--- src/rtl/ask_tx_sched.sv ---
// Two-requester frame scheduler driving the 2ASK modulator word bus.
// Define ASK_SCHED_FIXED_PRIO_EN for fixed channel-0 priority (default: round-robin).
module ask_tx_sched #(
  parameter int unsigned B_FREQ     = 49,
  parameter int unsigned FRAME_BITS = 16,
  parameter int unsigned GAP_BITS   = 2
) (
  input  logic        sys_clk,
  input  logic        sys_rst,
  input  logic        tx_en,
  input  logic [1:0]  req_valid,
  input  logic [15:0] req_data0,
  input  logic [15:0] req_data1,
  output logic [1:0]  req_ready,
  output logic [15:0] tx_data,
  output logic        tx_busy,
  output logic        tx_grant,
  output logic        frame_done
);

  localparam int unsigned CycW   = (B_FREQ > 0) ? $clog2(B_FREQ + 1) : 1;
  localparam int unsigned BitMax = (FRAME_BITS > GAP_BITS) ? FRAME_BITS : GAP_BITS;
  localparam int unsigned BitW   = (BitMax > 0) ? $clog2(BitMax + 1) : 1;
  localparam bit          HasGap = (GAP_BITS != 0);

  localparam logic [CycW-1:0] CycLast   = CycW'(B_FREQ);
  localparam logic [CycW-1:0] CycOne    = CycW'(1);
  localparam logic [BitW-1:0] BitOne    = BitW'(1);
  localparam logic [BitW-1:0] FrameLast = BitW'(FRAME_BITS - 1);
  localparam logic [BitW-1:0] GapLast   = BitW'(HasGap ? GAP_BITS - 1 : 0);

  typedef enum logic [1:0] {StIdle, StKick, StSend, StGap} state_e;

  state_e          state_q, state_d;
  logic [15:0]     tx_data_q, tx_data_d;
  logic [15:0]     word_q, word_d;
  logic            grant_q, grant_d;
  logic            last_grant_q, last_grant_d;
  logic [CycW-1:0] cyc_q, cyc_d;
  logic [BitW-1:0] bit_q, bit_d;

  logic [1:0]  cand;
  logic        sel;
  logic        go;
  logic [15:0] xfer_word;
  logic        cyc_end;

  // Arbitration: sel names the winning channel; only meaningful when cand != 0.
  always_comb begin
    cand = req_valid & {2{tx_en}};
`ifdef ASK_SCHED_FIXED_PRIO_EN
    sel = ~cand[0];
`else
    if (cand == 2'b11) begin
      sel = ~last_grant_q;
    end else begin
      sel = ~cand[0];
    end
`endif
    go        = (state_q == StIdle) && (cand != 2'b00);
    req_ready = go ? (sel ? 2'b10 : 2'b01) : 2'b00;
    xfer_word = sel ? req_data1 : req_data0;
  end

  assign cyc_end = (cyc_q == CycLast);

  always_comb begin
    state_d      = state_q;
    tx_data_d    = tx_data_q;
    word_d       = word_q;
    grant_d      = grant_q;
    last_grant_d = last_grant_q;
    cyc_d        = cyc_q;
    bit_d        = bit_q;
    frame_done   = 1'b0;

    unique case (state_q)
      StIdle: begin
        if (go) begin
          grant_d      = sel;
          last_grant_d = sel;
          word_d       = xfer_word;
          // An unchanged word would not restart the modulator, so flip it for one cycle.
          if (xfer_word != tx_data_q) begin
            tx_data_d = xfer_word;
            state_d   = StSend;
          end else begin
            tx_data_d = ~xfer_word;
            state_d   = StKick;
          end
        end
      end
      StKick: begin
        tx_data_d = word_q;
        state_d   = StSend;
      end
      StSend: begin
        if (cyc_end) begin
          cyc_d = '0;
          if (bit_q == FrameLast) begin
            frame_done = 1'b1;
            bit_d      = '0;
            state_d    = HasGap ? StGap : StIdle;
          end else begin
            bit_d = bit_q + BitOne;
          end
        end else begin
          cyc_d = cyc_q + CycOne;
        end
      end
      StGap: begin
        if (cyc_end) begin
          cyc_d = '0;
          if (bit_q == GapLast) begin
            bit_d   = '0;
            state_d = StIdle;
          end else begin
            bit_d = bit_q + BitOne;
          end
        end else begin
          cyc_d = cyc_q + CycOne;
        end
      end
      default: state_d = StIdle;
    endcase
  end

  always_ff @(posedge sys_clk or posedge sys_rst) begin
    if (sys_rst) begin
      state_q      <= StIdle;
      tx_data_q    <= 16'h0000;
      word_q       <= 16'h0000;
      grant_q      <= 1'b0;
      last_grant_q <= 1'b1;
      cyc_q        <= '0;
      bit_q        <= '0;
    end else begin
      state_q      <= state_d;
      tx_data_q    <= tx_data_d;
      word_q       <= word_d;
      grant_q      <= grant_d;
      last_grant_q <= last_grant_d;
      cyc_q        <= cyc_d;
      bit_q        <= bit_d;
    end
  end

  assign tx_data  = tx_data_q;
  assign tx_busy  = (state_q != StIdle);
  assign tx_grant = grant_q;

endmodule

--- config.mk ---
export PLATFORM = sky130hd
export DESIGN_NAME = ask_tx_sched
export DESIGN_NICKNAME = d
export VERILOG_FILES = /design/src/rtl/ask_tx_sched.sv
export SDC_FILE = /design/constraint.sdc
export NUM_CORES = 1
export LEC_CHECK = 0
export CAP_MARGIN = 20
export CELL_PAD_IN_SITES_DETAIL_PLACEMENT = 1
export CELL_PAD_IN_SITES_GLOBAL_PLACEMENT = 1
export CORE_MARGIN = 10
export CORE_UTILIZATION = 36
export DETAILED_ROUTE_END_ITERATION = 8
export GPL_TIMING_DRIVEN = 0
export PLACE_DENSITY_LB_ADDON = 0.1
export RECOVER_POWER = 50
export SETUP_SLACK_MARGIN = 0.4
export SYNTH_ARGS = -nofsm -noshare
export SYNTH_HDL_FRONTEND = slang
export SYNTH_SLANG_ARGS = --single-unit
export TNS_END_PERCENT = 1
--- constraint.sdc ---
create_clock -name sys_clk -period 2.2 [get_ports sys_clk]
set_clock_uncertainty 0.2 [all_clocks]
set_input_delay 0.22 -clock sys_clk [delete_from_list [all_inputs] [get_ports sys_clk]]
set_output_delay 0.22 -clock sys_clk [all_outputs]
set_load 0.1 [all_outputs]
# Word level (Yosys, flattened, before mapping)
# Cells that the tools add are included.
# classes
reduce_logical	11
bitwise_logic	4
n_eq_ne	13
add_sub_neg	2
mux	23
# op_table
op	n
two-way mux 16 bit	3
case mux 16 bit (2 select lines)	1
two-way mux 5 bit	4
two-way mux 2 bit	8
inequality test 16 bit	1
NOT 16 bit	1
inequality test 2 bit (second input constant)	5
case mux 5 bit (2 select lines)	1
case mux 2 bit (4 select lines)	1
nonzero test 2 bit	4
adder 6 x 1 -> 6 bit (second input constant)	1
== test 2 bit (second input constant)	3
== test 6 bit (second input constant)	1
two-way mux 6 bit	1
adder 5 x 1 -> 5 bit (second input constant)	1
== test 5 x 1 -> 1 bit (second input constant)	1
== test 5 x 4 -> 1 bit (second input constant)	1
AND reduction 5 bit	1
two-way mux 1 bit	4
AND reduction 2 bit	2
AND reduction 3 bit	1
AND 2 bit	1
== test 2 x 1 -> 1 bit (second input constant)	1
zero test 2 bit	1
3 further kinds	4
# word_totals
in_bits	37
output_inout_bits	21
regBits	47

# Depth between registers and ports, before layout
# depth
ltp_word	8
depth_mapped	9
ltp_nobuf	8

# Worst setup path after synthesis
# No wires, ideal clock.
# synth_timing
path_kind	register to register
startpoint	register last_grant_q
endpoint	register grant_q (netlist: tx_grant)
t_required_ns	1.790
path_stages_with_launch	7
period_less_slack_ns	3.019
arrival_ns	2.609
setup_ns	0.210
slack_ns	-0.819
path_buffers	2
cell_sequence	dfstp_2 -> nor2b_2 -> or2_4 -> buf_6 -> buf_1 -> nor2_1 -> a21oi_1
# synth_between
elab_chain_cells	2
# synth_lines
element	line	text
start: declaration	38	logic last_grant_q, last_grant_d;
start signal: assignment	142	last_grant_q <= last_grant_d;
NOT 1 bit	55	sel = ~last_grant_q;
two-way mux 1 bit	54	if (cand == 2'b11) begin
end signal: assignment	141	grant_q <= grant_d;
end: declaration	37	logic grant_q, grant_d;
# Every way passes these cells.
# A chain may end at the register's enable or synchronous reset.

# Final worst setup path
# layout_timing
startpoint	register last_grant_q
endpoint	register tx_data_q[9] (netlist: tx_data[9])
# layout_between
elab_chain_cells	7
# layout_lines
element	line	text
NOT 1 bit (*)	55	
two-way mux 1 bit (*)	54	
two-way mux 16 bit (*)	62	xfer_word = sel ? req_data1 : req_data0;
inequality test 16 bit / NOT 16 bit (equally long branches)	84, 88	
two-way mux 16 bit (*)	84	if (xfer_word != tx_data_q) begin
two-way mux 16 bit (*)	79	if (go) begin
case mux 16 bit (2 select lines) (*)	77	unique case (state_q)
end signal: assignment	139	tx_data_q <= tx_data_d;
end: declaration	35	logic [15:0] tx_data_q, tx_data_d;
# Every way passes the cells marked *; elsewhere a longest branch is shown, timed or not. The select of a mux whose other input is x is not followed.

==> results.yml <==
drt:
  wire_per_inst_um: 19.6
  met1Wirelength_um: 4140
  wl_met2_um: 5200
  via_per_inst: 5.37
  ant_nets: 0
  first_pass_iters: 4
  highest_layer: "met4"
  num_vias: 2692
  drtIter0Drc: 95
  drc: 0
  routed_wl_um: 9810
  met3_length_um: 295
critical_path:
  r2r-start: "last_grant_q$_DFFE_PP1P_"
  path_buf_inv: 3
  required_ns: 2.20
  crit_top_cell: "buf_12"
  crit_family: "flip-flops"
  cp-startpoint: "last_grant_q$_DFFE_PP1P_"
  startpoint_type: "flop"
  r2r_cells: 10
  critical_path.max_stage_delay_ns: 0.55
  critical_path.max_fanout: 4
  cp.depth: 10
  rrSetupSlack_ns: -0.27
  critical_path_arrival_ns: 2.47
  path_cells: "nor2b_2, or2_4, buf_12, a211o_1, a21oi_2, nand4_4, buf_12, buf_4, xnor2_1, a21oi_1"
  cp-end-kind: "flop"
  cpMaxStageDelayCell: "dfstp_2"
  critPathKind: "reg2reg"
final_layout:
  fill_cells: 915
  diodes: 0
  syn2layout_area_growth_pct: 44.2
  multiInputGateArea_sq_um: 1890
  layout_common_cells: "35 x clkdlybuf4s50_1, 31 x dfrtp_1, 30 x a21oi_1, 28 x nand2_1, 18 x o21ai_0"
  regArea_sq_um: 1200
  final_area_sq_um: 4280
  mostFrequentLayoutCell: "clkdlybuf4s50_1"
  nets: 443
  drive_gt1_share_pct: 30.3
clocking:
  cts_max_path_buffers: 2
  cts.sinks: 47
  clkLatencyLatePin_ns: 0.31
  clkTransAtPathRegs_ns: 0.09
  tritoncts: "yes"
  htree_levels: 2
  cts-root-buf: "clkbuf_8"
  cts_made_buffers: 5
synth:
  synth-edff-count: 0
  synthCells: 316
  synthFlopType: "dfrtp_1"
  syn_area_per_cell_sq_um: 9.39
  synth_async_sr_flop_share_pct: 100
  postSynthRegisterBits: 47
  synth_seq_area_share_pct: 39.7
  synth_area_sq_um: 2970
  synth_nets: 364
  synth_cell_types: 43
  ys.warnings.count: 0
flow_run:
  maxCapViolCount: 0
sta:
  fmax_mhz: 405
  finalHoldViolCount: 0
  period_needed_ns: 2.47
  tightest_slew_ns: 0.612
  rsz0062_at_grt: "yes"
  setup_violations: 20
  period_share_pct: 112
  max_slew_margin_pct: 59.2
  slew_violations: 0
  fin_ws_ns: -0.267
floorplanning:
  die_area_sq_um: 12300
  start_util_pct: 36.5
  die_h_um: 111
  rows: 33
  die_w_um: 111
  pin_count: 58
  core_sq_um: 8130
global_route:
  grt_use_total_pct: 15.6
  first_global_vias: 2959
  grt_pass1_wl_um: 15500
  antenna_found_initial: 0
  grt_overflow_total: 0
  grt_max_degree: 40
placed_design:
  place_congestion: 0.753
  preCtsSetupSlack_ns: -1.28
  dp_hpwl_um: 6910
  dpl-instance-area_sq_um: 3750
  portBuffers: 57
hold_path:
  hp-class: "reg2reg"
  worstHoldStart: "last_grant_q$_DFFE_PP1P_"
  whs_path_depth: 2
outcome:
  status: "finished, violations left"
  violations: "negative setup slack"
power:
  power_density_nw_per_um2: 393
  p_total_uw: 1680
  ir_drop_mv: 0.198
  power.leakage_uw: 0.00177
-- repair_timing --
item	in CTS	in global routing
hold endpoints to repair	8	0
cloned	1	0
setup endpoints to repair	64	52
gates resized for setup	122	31
buffers inserted	10	2
pin swaps	19	9
hold buffers	1	0
-- worst register-to-register path, stage by stage, from the launching register on --
cell	delay (ns)
dfstp_2	0.55
nor2b_2	0.06
or2_4	0.26
buf_12	0.14
a211o_1	0.25
a21oi_2	0.20
nand4_4	0.16
buf_12	0.17
buf_4	0.15
xnor2_1	0.15
a21oi_1	0.08
-- cells by family (layout without fill, tap and decap cells) --
| kind of cell | count (synthesis) | count (layout) | synth area share [%] |
|---|---|---|---|
| AO/OA/AOI/OAI | 106 | 106 | 20.5 |
| multiplexers | 14 | 14 | 5.14 |
| XOR/XNOR | 40 | 40 | 14.6 |
| buffers and inverters | 31 | 111 | 4.43 |
| flip-flops | 47 | 47 | 39.7 |
| AND/OR/NAND/NOR | 67 | 67 | 11.0 |
| adder cells (fa/ha/maj) | 11 | 11 | 4.64 |
-- state kept, by name, indices dropped and copies added (netlist names) --
register,count
cyc_q,6
word_q,16
tx_data,16
last_grant_q,1
state_q,2
bit_q,5
tx_grant,1
-- where the power goes --
group,total [uW],internal [uW],leakage [uW],switching [uW]
combinational,281,149,0.00113,132
clock,537,223,0.0000412,314
sequential,866,865,0.000604,0.835
-- cells in the mapped netlist (2+ instances only) --
library cell | number | share of area (%)
o41ai_1 | 2 | 0.59
or2_1 | 2 | 0.42
xor2_1 | 16 | 4.7
a21oi_1 | 38 | 6.4
nand2b_1 | 3 | 0.63
nor3_1 | 4 | 0.67
nor4_1 | 2 | 0.42
dfrtp_1 | 46 | 39
nand4_1 | 3 | 0.63
nand2_1 | 28 | 3.5
o21ai_0 | 20 | 3.4
xnor2_1 | 13 | 3.8
nand3_1 | 3 | 0.51
mux2i_1 | 13 | 4.4
o22ai_1 | 17 | 3.6
nor2_1 | 14 | 1.8
a221oi_1 | 2 | 0.59
xnor2_2 | 10 | 5.5
a21o_1 | 2 | 0.51
inv_1 | 19 | 2.4
ha_1 | 11 | 4.6
o31ai_1 | 4 | 1.0
a211o_1 | 2 | 0.59
or2_2 | 2 | 0.42
clkbuf_1 | 9 | 1.1
o211ai_1 | 2 | 0.51
o21ai_1 | 12 | 2.0
buf_6 | 2 | 0.76
-- final timing paths --
| path | end |
|---|---|
| worst min register to register | last_grant_q$_DFFE_PP1P_ |
| worst min-delay path | last_grant_q$_DFFE_PP1P_ |
| worst max-delay path | tx_data[9]$_DFFE_PP0P_ |
| worst max register to register | tx_data[9]$_DFFE_PP0P_ |
| max in group asynchronous | tx_data[3]$_DFFE_PP0P_ |
| min in group asynchronous | bit_q[4]$_DFFE_PP0P_ |
-- layer usage --
| layer | vias up | global-route usage, % |
|---|---|---|
| li1 | 1270 | - |
| met1 | 1359 | 17.1 |
| met2 | 49 | 28.9 |
| met3 | 14 | 2.87 |
| met4 | 0 | 5.64 |
| met5 | - | 0 |
-- area by class of cell --
type	instances	share of cell area [%]
clock inverter	2	0.292
inverter	19	1.67
buffer	12	2.51
clock buffer	6	1.70
multi-input combinational	238	44.3
timing repair buffer	72	18.4
tap	105	3.07
sequential	47	28.1
-- stage by stage --
stage          hold WS (ns)  utilization [%]  TNS, ns  cells
4_1_cts               0.281             51.1    -4.36    499
2_1_floorplan         0.242                -    -1.33    316
3_5_place_dp          0.265             46.1   -21.42    479
3_3_place_gp          0.259             45.9   -44.85    478
5_1_grt               0.311             52.6    -6.70    501
6_report              0.279             52.6    -4.23    501
No activity file was read; power rests on OpenSTA's default activity.
==> RTL change 1: new RTL, config.mk and constraints unchanged <==
Build with the macro `ASK_SCHED_FIXED_PRIO_EN` defined.
--- a/src/rtl/ask_tx_sched.sv
+++ b/src/rtl/ask_tx_sched.sv
@@ -1,5 +1,7 @@
 // Two-requester frame scheduler driving the 2ASK modulator word bus.
 // Define ASK_SCHED_FIXED_PRIO_EN for fixed channel-0 priority (default: round-robin).
+`define ASK_SCHED_FIXED_PRIO_EN
+
 module ask_tx_sched #(
   parameter int unsigned B_FREQ     = 49,
   parameter int unsigned FRAME_BITS = 16,
Check against the original RTL: same outputs for any inputs over 10 cycles, from zero or initial values and one cycle with sys_rst high; that may be too few to reach the edited logic, so the function may still have changed.
==> RTL change 1 against the unedited design <==
- the flow still finishes with violations (negative setup slack)
- design area increased by 6.3%
- worst setup slack better by 0.17 ns
- sequential cell count is 1 lower
- wire length grew 24%
- first-iteration DRC count is 96% higher
- area after synthesis rose by 12%
- critical path depth decreased by 2
- critical path type is now flip-flop to output pin
Power is not compared: it rests on default switching activity, and its combinational part moved more than twofold at a synthesized area within 25%.
==> RTL change 1: results (changes against the unedited design) <==
Outcome
  – Status: complete, but fails checks (unchanged)
  – Failing checks: negative setup slack (unchanged)

Critical path
  – CP startpoint: state_q[0] (was last_grant_q)
  – Crit path max fanout: 5 (was 4)
  – WP data arrival: 1.87 ns (was 2.47 ns)
  – Origin of the critical flop-to-flop path: tx_data[6] (was last_grant_q)
  – Reg2reg path depth: 6 (was 10)
  – Worst path max stage delay: 0.43 ns (was 0.55 ns)

STA
  – Worst hold slack: 0.2269 ns (was 0.2794 ns)
  – Setup WS post-layout: -0.09197 ns (was -0.2666 ns)
  – Final setup fails: 14 (was 20)

Routing
  – Metal-1 WL: 5.115 mm (was 4.135 mm)
  – Vias post-DR: 3,195 (was 2,692)
  – Via/cell ratio: 5.605 (was 5.373)
  – DR WL/cell: 21.33 µm (was 19.57 µm)

Finish
  – Area Overhead vs Synth: 36.99% (was 44.22%)
  – Comb_multi_in: 288 (was 238)
  – Multi-input logic area: 2123 µm² (was 1894 µm²)
  – Nets: 509 (was 443)
  – Buffers outside the clock class: 97 (was 84)

Clocking
  – Post-CTS sizing: 141 (was 122)
  – Post-CTS setup buffers: 9 (was 10)

Placed design
  – Area after DPL: 4100 µm² (was 3750 µm²)
  – Setup slack at placement: -1.116 ns (was -1.280 ns)

Logic synthesis
  – Cell variety after synth: 51 (was 43)
  – Sequential-to-total area share from yosys stat: 0.3465 (was 0.3967)

Hold path
  – HP Start: req_valid[0] (was last_grant_q)
  – Worst Hold Class: primary input to flip-flop (was flip-flop to flip-flop)
  – Worst hold endpoint: tx_grant (was last_grant_q)

Global route
  – First-pass GRT wire length: 19.29 mm (was 15.50 mm)
  – Met3 usage: 0.03566 (was 0.02868)
  – Grt met1 use: 0.2138 (was 0.1710)
  – Global Route Usage Sum: 0.1831 (was 0.1556)
  – Largest net degree at the start of global routing: 39 (was 40)

Floorplanning
  – Die ar.: 13,470 µm² (was 12,280 µm²)
## RTL change 1: cell types whose count changed after synthesis, moves of 8 or more
cell / before / now
nor3_2: 0 / 16
o221ai_1: 0 / 17
a21oi_1: 38 / 23
and4_1: 0 / 18
xnor2_2: 10 / 0
xor2_1: 16 / 6
nand3b_1: 0 / 16
o22ai_1: 17 / 3
o21ai_0: 20 / 29
o21ai_1: 12 / 4
nand2_1: 28 / 47
nor2_1: 14 / 24
## RTL change 1: cell families (layout without fill, tap and decap cells)
group,Yosys count,in the layout,synth area share
AND/OR/NAND/NOR,146,146,0.2625
AO/OA/AOI/OAI,101,101,0.2041
buffers and inverters,47,128,0.05913
flip-flops,46,46,0.3465
multiplexers,16,16,0.04934
XOR/XNOR,14,14,0.03691
adder cells (fa/ha/maj),11,11,0.04143
## RTL change 1: power by group
| group | switching, µW | internal (µW) |
|---|---|---|
| Combinational | 457 | 225 |
| Sequential | 56.7 | 893 |
| Clock | 336 | 230 |
==> RTL change 2: new RTL, same flow settings <==
Without the edit above. Take the reset off `word_q` and load it in a clocked block of its own.
--- a/src/rtl/ask_tx_sched.sv
+++ b/src/rtl/ask_tx_sched.sv
@@ -129,7 +129,6 @@
     if (sys_rst) begin
       state_q      <= StIdle;
       tx_data_q    <= 16'h0000;
-      word_q       <= 16'h0000;
       grant_q      <= 1'b0;
       last_grant_q <= 1'b1;
       cyc_q        <= '0;
@@ -137,12 +136,15 @@
     end else begin
       state_q      <= state_d;
       tx_data_q    <= tx_data_d;
-      word_q       <= word_d;
       grant_q      <= grant_d;
       last_grant_q <= last_grant_d;
       cyc_q        <= cyc_d;
       bit_q        <= bit_d;
     end
+  end
+
+  always_ff @(posedge sys_clk) begin
+    word_q <= word_d;
   end
 
   assign tx_data  = tx_data_q;
Check against the original RTL: no difference found for any inputs over 10 cycles, from zero or initial values and one cycle with sys_rst high; that may be too few to reach the edited logic, so the function may still have changed.
==> RTL change 2 against the unedited design <==
- power decreased by 3.5%
- non-clock buffer count fell by 15
- worst setup slack worse by 0.23 ns
- area after synthesis down 1.6%
- wire length decreased by 14%
- sequential cell count stayed put
- the flow still finishes with violations (negative setup slack)
- combinational power is 31% lower
- cell count down 7.4%
- critical path type unchanged
- design area shrank 8.0%
==> RTL change 2: results (changes against the unedited design) <==
Outcome
  – Status: complete, but fails checks (unchanged)
  – Failing checks: negative setup slack (unchanged)

Finish
  – Share of layout cells above drive strength 1: 0.2265 (was 0.3030)
  – Fillers: 890 (was 915)
  – Nets: 409 (was 443)
  – Final Non-Filler Cells: 464 (was 501)

Global route
  – Met3 usage: 0.03134 (was 0.02868)
  – Routing usage on met2: 0.2671 (was 0.2885)
  – Grt met1 use: 0.1687 (was 0.1710)
  – First-pass GRT wire length: 13.85 mm (was 15.50 mm)
  – Largest net degree at the start of global routing: 32 (was 40)
  – Global Route Usage Sum: 0.1443 (was 0.1556)
  – Vias in the first global route: 2,688 (was 2,959)

STA
  – Final setup fails: 36 (was 20)
  – Measured slew at the worst slew-check pin: 1.354 ns (was 0.6118 ns)
  – Setup WS post-layout: -0.4980 ns (was -0.2666 ns)

Placed design
  – Placed Cells: 452 (was 479)
  – GPL Wtd Cong: 0.7539 (was 0.7526)
  – Dpl hpwl: 6.170 mm (was 6.914 mm)
  – Setup slack at placement: -0.9642 ns (was -1.280 ns)

Routing
  – Via/cell ratio: 5.175 (was 5.373)
  – Drt total wl: 8.385 mm (was 9.807 mm)
  – Metal-1 WL: 3.619 mm (was 4.135 mm)
  – Top Metal Used: met4 (unchanged)
  – Initial DRC Count: 62 (was 95)
  – Detail Route met3 WL: 392 µm (was 295 µm)
  – Metal2 WL: 4.326 mm (was 5.199 mm)

Critical path
  – Crit path max fanout: 10 (was 4)
  – Setup CP Type: flip-flop to flip-flop (unchanged)
  – WP data arrival: 2.69 ns (was 2.47 ns)

Clocking
  – Worst-path clk slew: 0.09 ns (about the same)
  – Post-CTS sizing: 109 (was 122)
  – Post-CTS setup buffers: 4 (was 10)
  – Worst-Skew Late Latency: 0.30 ns
  – CTS Buf Count: 5 (unchanged)
  – Sink Count: 47 (unchanged)

Logic synthesis
  – Cell variety after synth: 49 (was 43)
  – Syn Nets: 341 (was 364)
  – Synth top area cells: dfrtp_1 (26%), edfxtp_1 (16%), xnor2_1 (8.7%) (was dfrtp_1 (39%), a21oi_1 (6.4%), xnor2_2 (5.5%))
  – Post-Syn Area per Cell: 9.967 µm² (was 9.392 µm²)
  – Post-synth EDFFs: 16 (was 0)
  – FFs w/ async S/R, synth: 0.6596 (was 1.000)
  – Post-synth top cells: dfrtp_1 (30), nand2_1 (29), xnor2_1 (29), inv_1 (21) (was dfrtp_1 (46), a21oi_1 (38), nand2_1 (28), o21ai_0 (20), inv_1 (19))
  – Sequential-to-total area share from yosys stat: 0.4306 (was 0.3967)

Power
  – Comb pwr share: 0.120 (was 0.167)
  – Clock power frac: 0.323 (was 0.319)
  – VDD IR-drop max: 186.8 µV (was 197.8 µV)
  – Internal power: 1241 µW (was 1236 µW)
  – LEAKAGE: 0.001542 µW (was 0.001772 µW)

Hold path
  – Worst Hold Class: primary input to flip-flop (was flip-flop to flip-flop)
-- RTL change 2: cell type report --
type / count / share of cell area
buffer: 8 / 0.01875
multi-input combinational: 216 / 0.4175
inverter: 22 / 0.02193
sequential: 47 / 0.3257
clock inverter: 1 / 0.001271
tap: 102 / 0.03241
timing repair buffer: 61 / 0.1630
clock buffer: 7 / 0.01938
-- RTL change 2: critical path: stages (launching register included) --
cell,delay [ns]
dfstp_2,0.58
nor2b_4,0.06
nor2_4,0.21
mux2_4,0.34
xor2_1,0.14
or4_1,0.48
buf_6,0.15
buf_12,0.14
xnor2_1,0.12
o21a_1,0.17
-- RTL change 2: cells by family (layout without fill, tap and decap cells) --
family,Yosys count,after routing,share of synthesized area
AND/OR/NAND/NOR,76,76,0.1307
multiplexers,13,13,0.05098
buffers and inverters,30,99,0.04370
adder cells (fa/ha/maj),11,11,0.04713
AO/OA/AOI/OAI,77,77,0.1800
XOR/XNOR,39,39,0.1170
flip-flops,47,47,0.4306
-- RTL change 2: final timing paths --
check / start / slack [ns] / to / cells after the start
min reg2reg: tx_grant / 0.33 / tx_grant / 2
min in group asynchronous: sys_rst / 0.54 / tx_data[2] / 2
max in group asynchronous: sys_rst / 0.29 / tx_data[12] / 2
max reg2reg: last_grant_q / -0.50 / tx_data[1] / 9
min: tx_en / 0.19 / last_grant_q / 4
max: last_grant_q / -0.50 / tx_data[1] / 9
-- RTL change 2: through the flow --
stage | total power, µW | setup TNS (ns) | cell area, µm²
CTS | 1645 | -9.554 | 3896
floorplan | 1015 | -7.693 | 2955
detailed placement | 1115 | -26.69 | 3654
global placement | 1115 | -25.93 | 3654
global route | 1702 | -13.55 | 3938
finish | 1624 | -9.679 | 3938
